File: src/rtl/bcd_entry_pkg.sv
// Shared types and helpers for the keypad BCD number-entry block.
package bcd_entry_pkg;

    typedef enum logic [1:0] {
        EMPTY,
        ENTRY,
        FULL
    } entry_state_e;

    localparam logic [3:0] DIGIT_MAX = 4'd9;

    function automatic int unsigned pow10(input int unsigned n);
        int unsigned r;
        r = 1;
        for (int unsigned i = 0; i < n; i++) begin
            r = r * 10;
        end
        return r;
    endfunction

endpackage

File: src/rtl/bcd_to_bin.sv
// Combinational BCD-to-binary converter: sum of digit[i] * 10**i.
module bcd_to_bin
    import bcd_entry_pkg::*;
#(
    parameter int NUM_DIGITS = 2,
    parameter int BIN_W      = 11
) (
    input  logic [4*NUM_DIGITS-1:0] bcd,
    output logic [BIN_W-1:0]        bin
);

    logic [BIN_W-1:0] acc [0:NUM_DIGITS];

    assign acc[0] = '0;

    generate
        for (genvar gi = 0; gi < NUM_DIGITS; gi++) begin : g_digit
            localparam logic [BIN_W-1:0] WEIGHT = BIN_W'(pow10(gi));
            assign acc[gi+1] = acc[gi] + BIN_W'(bcd[4*gi +: 4]) * WEIGHT;
        end
    endgenerate

    assign bin = acc[NUM_DIGITS];

endmodule

File: src/rtl/bcd_number_entry.sv
// Keypad number entry: shifts decimal digits in MSD-first, supports clear,
// backspace and a range-checked commit to a binary value.
module bcd_number_entry
    import bcd_entry_pkg::*;
#(
    parameter  int NUM_DIGITS = 2,
    parameter  int MAX_VALUE  = 99,
    parameter  bit SATURATE   = 1'b0,
    localparam int VALUE_W    = $clog2(MAX_VALUE + 1),
    localparam int BCD_W      = 4 * NUM_DIGITS
) (
    input  logic               CLOCK_50,
    input  logic               reset,
    input  logic               digit_valid,
    input  logic [3:0]         digit,
    input  logic               clear,
    input  logic               backspace,
    input  logic               commit,
    output logic [BCD_W-1:0]   bcd,
    output logic [2:0]         count,
    output logic [VALUE_W-1:0] value,
    output logic               commit_done,
    output logic               err
);

    // Wide enough for any held entry, so over-range never wraps even when
    // MAX_VALUE is much smaller than the digit capacity.
    localparam int BIN_W_MIN  = VALUE_W + 4;
    localparam int BIN_W_FULL = $clog2(pow10(NUM_DIGITS));
    localparam int BIN_W      = (BIN_W_FULL > BIN_W_MIN) ? BIN_W_FULL : BIN_W_MIN;

    localparam logic [2:0]         COUNT_FULL = 3'(NUM_DIGITS);
    localparam logic [BIN_W-1:0]   MAX_BIN    = BIN_W'(MAX_VALUE);
    localparam logic [VALUE_W-1:0] MAX_VAL    = VALUE_W'(MAX_VALUE);

    entry_state_e       state_q, state_d;
    logic [BCD_W-1:0]   bcd_q, bcd_d;
    logic [2:0]         count_q, count_d;
    logic [VALUE_W-1:0] value_q, value_d;
    logic               done_q, done_d;
    logic               err_q, err_d;
    logic [BIN_W-1:0]   bin;

    bcd_to_bin #(
        .NUM_DIGITS (NUM_DIGITS),
        .BIN_W      (BIN_W)
    ) u_bcd_to_bin (
        .bcd (bcd_q),
        .bin (bin)
    );

    always_comb begin
        bcd_d   = bcd_q;
        count_d = count_q;
        value_d = value_q;
        done_d  = 1'b0;
        err_d   = 1'b0;

        if (clear) begin
            bcd_d   = '0;
            count_d = '0;
        end else if (commit) begin
            if (state_q == EMPTY) begin
                err_d = 1'b1;
            end else if (bin <= MAX_BIN) begin
                value_d = bin[VALUE_W-1:0];
                done_d  = 1'b1;
                bcd_d   = '0;
                count_d = '0;
            end else if (SATURATE) begin
                value_d = MAX_VAL;
                done_d  = 1'b1;
                bcd_d   = '0;
                count_d = '0;
            end else begin
                err_d = 1'b1;
            end
        end else if (backspace) begin
            if (state_q == EMPTY) begin
                err_d = 1'b1;
            end else begin
                bcd_d   = bcd_q >> 4;
                count_d = count_q - 3'd1;
            end
        end else if (digit_valid) begin
            if ((digit > DIGIT_MAX) || (state_q == FULL)) begin
                err_d = 1'b1;
            end else begin
                bcd_d   = (bcd_q << 4) | BCD_W'(digit);
                count_d = count_q + 3'd1;
            end
        end

        if (count_d == 3'd0) begin
            state_d = EMPTY;
        end else if (count_d == COUNT_FULL) begin
            state_d = FULL;
        end else begin
            state_d = ENTRY;
        end
    end

    always_ff @(posedge CLOCK_50) begin
        if (reset) begin
            state_q <= EMPTY;
            bcd_q   <= '0;
            count_q <= '0;
            value_q <= '0;
            done_q  <= 1'b0;
            err_q   <= 1'b0;
        end else begin
            state_q <= state_d;
            bcd_q   <= bcd_d;
            count_q <= count_d;
            value_q <= value_d;
            done_q  <= done_d;
            err_q   <= err_d;
        end
    end

    assign bcd         = bcd_q;
    assign count       = count_q;
    assign value       = value_q;
    assign commit_done = done_q;
    assign err         = err_q;

endmodule

File: config.mk
export PLATFORM = sky130hd
export DESIGN_NAME = bcd_number_entry
export DESIGN_NICKNAME = d
export VERILOG_FILES = /design/src/rtl/bcd_entry_pkg.sv /design/src/rtl/bcd_to_bin.sv /design/src/rtl/bcd_number_entry.sv
export SDC_FILE = /design/constraint.sdc
export NUM_CORES = 1
export LEC_CHECK = 0
export BUFFER_PORTS_ARGS = -buffer_cell sky130_fd_sc_hd__buf_4
export CORE_UTILIZATION = 55
export CTS_BUF_LIST = sky130_fd_sc_hd__clkbuf_8
export DETAILED_ROUTE_END_ITERATION = 6
export GPL_TIMING_DRIVEN = 0
export MAX_ROUTING_LAYER = met4
export PLACE_DENSITY_LB_ADDON = 0.2
export SETUP_SLACK_MARGIN = 0.2
export SYNTH_ARGS = -nofsm -noshare
export SYNTH_HDL_FRONTEND = slang
export SYNTH_HIERARCHICAL = 1
export SYNTH_SLANG_ARGS = --single-unit
export TNS_END_PERCENT = 30
File: constraint.sdc
create_clock -name CLOCK_50 -period 4.6 [get_ports CLOCK_50]
set_input_delay 0.46 -clock CLOCK_50 [delete_from_list [all_inputs] [get_ports CLOCK_50]]
set_output_delay 0.46 -clock CLOCK_50 [all_outputs]
set_load 0.02 [all_outputs]
==> results.toml <==
[run_status]
outcome = "finished, final reports clean"

[logic_synthesis]
synthesis.area_per_instance_um2 = 9.52
synth_largest_area_cell = "sky130_fd_sc_hd__dfxtp_1"
synth_edf_count = 0
yosys_register_bits = 22
post_synth_main_area_contributors = "sky130_fd_sc_hd__dfxtp_1 30%, sky130_fd_sc_hd__ha_1 7.8%, sky130_fd_sc_hd__mux2i_1 4.8%"
yosysWarningCount = 6
dominant_register_cell_in_the_synthesized_netlist = "sky130_fd_sc_hd__dfxtp_1"
syn_area_um2 = 1450
fraction_of_synthesized_cell_area_taken_by_the_top_area_cell_type_pct = 30.4
synth_cells = 152
synth_sequential_area_ratio_pct = 30.4
async_reset_ff_share_pct = 0
synth.distinct_cells = 51

[detailed_routing]
routed_wl_um = 2990
wl_per_cell_um = 13.9
drt_iter0_markers = 23
post-route-drc-count = 0
detail_route.vias_per_cell = 5.82
first_pass_iters = 4
via_count = 1252
antenna_left = 0

[worst_hold_path]
min-delay-path-class = "input pin to register"
worst_hold_path.endpoint = "value[0]$_SDFFE_PP0P_"
hold_path_origin = "reset"
timing.hold.worst_path_depth = 2

[floorplan]
fp.coreArea_um2 = 2480
fp.dieArea_um2 = 2840
row_count = 18
dieHeight_um = 53.3
initial_core_util_pct = 58.4
dieWidth_um = 53.3
ioPinCount = 30

[critical_path]
worst-path-buf-inv = 0
critPathArrivalTime_ns = 3.79
worst_r2r_start = "bcd[7]$_SDFFE_PP0P_"
r2r_cells = 11
cp_top_family = "simple AND/OR/NAND/NOR gates"
critical_path.startpoint_type = "register"
cp_cell_sequence = "ha_1, ha_1, fa_1, nand2_4, o311a_1, or3_1, nor4_4, nand4_4, nor2_8, mux2i_1, nor2_1"
critical_path_class = "register to register"
rr_endpoint = "value[0]$_SDFFE_PP0P_"
worstPathMaxFanout = 8
worst_path_most_repeated_cell = "sky130_fd_sc_hd__ha_1"
slowest_delay_ns = 0.60
setup.reg_to_reg.worst_slack_ns = 0.98
worstSetupEndpointType = "register"
endpoint_required_time_on_the_critical_path_ns = 4.76
critPathSlowestCell = "sky130_fd_sc_hd__fa_1"

[sta]
final.setup.tns_ns = 0
finalSetupViolCount = 0
finalClockSkew_ns = 0.00151
rsz0062_at_grt = "false"
timing.final.max_slew_violations = 0
share_of_the_clock_period_used_by_the_worst_path_pct = 78.8
timing_hold_violations_final = 0
final_period_minus_worst_setup_slack_ns = 3.62
max_freq_mhz = 276

[final_layout]
area_delta_synth_final_pct = 21.2
final_core_utilization_pct = 70.8
num_antenna_cells = 0
finish.net_count = 207
drive_above_1_share_pct = 30.8
num-fill-cells = 200

[cts]
clock_tree.buffer_depth = 2
clk-insertion-delay-late_ns = 0.26
number_of_clock_sinks_seen_by_cts = 22
cts_tree = "yes"
cts_buffers = 3
cts.htree.levels = 1
postCtsResizedCells = 0
cts.hold.buffers_added = 0
clockRootBuffer = "sky130_fd_sc_hd__clkbuf_8"
post-cts-setup-buffer-count = 0
clk_transition_reported_paths_ns = 0.08

[global_route]
number_of_global_route_vias_before_repair = 1149
grt_overflow_total = 0
combined_global_route_utilization_of_all_metal_layers_pct = 24.5
antenna_found_initial = 0
grt_start_max_net_pins = 13
wire_length_of_the_first_global_routing_pass_um = 4920

[placement]
io_buffers = 28
gp_routability_congestion = 0.843
hpwl_um = 2260

[run]
cap_viol_max_count = 0

[power_and_ir_drop]
p_leak_uw = 0.000787
power_per_cell_area_nw_per_um2 = 216
worst_ir_drop_vdd_uv = 182
==> per-layer routing <==
layer / GRT usage, % / part of all wire [%] / vias to the layer above
li1: - / - / 610
met1: 29.6 / 45 / 599
met2: 38.8 / 48 / 36
met3: 3.74 / 4.6 / 7
met4: 13.2 / 2.0 / 0
met5: - / 0 / -
==> synth_stat cells, types with 2 or more instances <==
cell type and number:
sky130_fd_sc_hd__a21oi_1 2, sky130_fd_sc_hd__a31oi_1 2, sky130_fd_sc_hd__and4_1 2, sky130_fd_sc_hd__buf_2 3
sky130_fd_sc_hd__buf_4 3, sky130_fd_sc_hd__buf_6 2, sky130_fd_sc_hd__dfxtp_1 22, sky130_fd_sc_hd__fa_1 2
sky130_fd_sc_hd__ha_1 9, sky130_fd_sc_hd__inv_1 4, sky130_fd_sc_hd__mux2_2 4, sky130_fd_sc_hd__mux2i_1 7
sky130_fd_sc_hd__nand2_1 12, sky130_fd_sc_hd__nand2b_1 3, sky130_fd_sc_hd__nand3_1 11, sky130_fd_sc_hd__nand4_1 2
sky130_fd_sc_hd__nor2_1 12, sky130_fd_sc_hd__nor2b_1 2, sky130_fd_sc_hd__nor3_1 2, sky130_fd_sc_hd__o21ai_0 4
sky130_fd_sc_hd__o21ai_1 7, sky130_fd_sc_hd__o22ai_1 2, sky130_fd_sc_hd__or3_1 2, sky130_fd_sc_hd__xnor2_1 3
sky130_fd_sc_hd__xor2_1 2
==> worst max path at each step <==
stage | startpoint | endpoint | slack, ns | cells after the start
final | bcd[7]$_SDFFE_PP0P_ | value[0]$_SDFFE_PP0P_ | 0.98 | 11
after global placement | bcd[7]$_SDFFE_PP0P_ | value[2]$_SDFFE_PP0P_ | 1.07 | 11
after floorplan | bcd[7]$_SDFFE_PP0P_ | value[0]$_SDFFE_PP0P_ | 1.14 | 11
after CTS | bcd[7]$_SDFFE_PP0P_ | value[0]$_SDFFE_PP0P_ | 0.98 | 11
after detailed placement | bcd[7]$_SDFFE_PP0P_ | value[0]$_SDFFE_PP0P_ | 1.01 | 11
after global routing | bcd[7]$_SDFFE_PP0P_ | value[2]$_SDFFE_PP0P_ | 0.80 | 11
==> kinds of logic after synthesis <==
group | share of synthesized area (%)
compound gates | 17.1
flops | 30.4
xor+xnor | 3.03
simple gates | 25.2
fa+ha+maj | 10.5
other cells | 0.259
mux | 7.95
buf+inv | 5.44
==> power breakdown <==
group	switching (uW)	internal (uW)
logic	25.9	19.9
clock network	63.2	76.4
registers	1.53	192
total	90.6	288
==> sequential cells by signal, summed over array words and instances (netlist names) <==
| name | count |
|---|---|
| state_q | 2 |
| value | 7 |
| err | 1 |
| commit_done | 1 |
| bcd | 8 |
| count | 3 |
==> final cells by class <==
type                            instances  area, um2  share of cell area (%)
Inverter                                4       15.0                   0.856
Clock buffer                            4       55.1                    3.14
Tap cell                               30       37.5                    2.14
Sequential cell                        22        440                    25.1
Multi-Input combinational cell        118        932                    53.1
Timing Repair Buffer                   28        210                    12.0
Buffer                                  9       63.8                    3.64
==> placed cells by master (no fill, tap or decap), drive strengths merged <==
master	Yosys	routed
or2	2	2
nand4	3	3
fa	2	2
nor4	2	2
dfxtp	22	22
nand2	13	13
conb	1	2
o21ai	13	13
a21bo	1	1
o211a	1	1
ha	9	9
and2	1	1
nor2b	2	2
or3	3	3
nand2b	3	3
nor3	2	2
o22ai	2	2
xor2	2	2
and3	1	1
nand3	11	11
nor4b	1	1
clkbuf	1	5
a21oi	3	3
and4	2	2
nor2	13	13
o211ai	1	1
a32oi	1	1
a31oi	2	2
o41ai	1	1
a221oi	1	1
inv	4	4
mux2i	7	7
a21o	1	1
and3b	1	1
mux2	4	4
xnor2	3	3
o311a	1	1
buf	8	36
o311ai	1	1
==> stage by stage <==
step	total power, uW	cells	area [um2]	setup slack (ns)	hold WS, ns
5_1_grt	393	215	1750	0.803	0.388
2_1_floorplan	228	153	1450	1.14	0.551
3_5_place_dp	243	211	1700	1.01	0.486
4_1_cts	382	215	1750	0.983	0.380
3_3_place_gp	242	211	1700	1.07	0.475
6_report	379	215	1750	0.976	0.386
No activity file was read; power rests on OpenSTA's default activity.
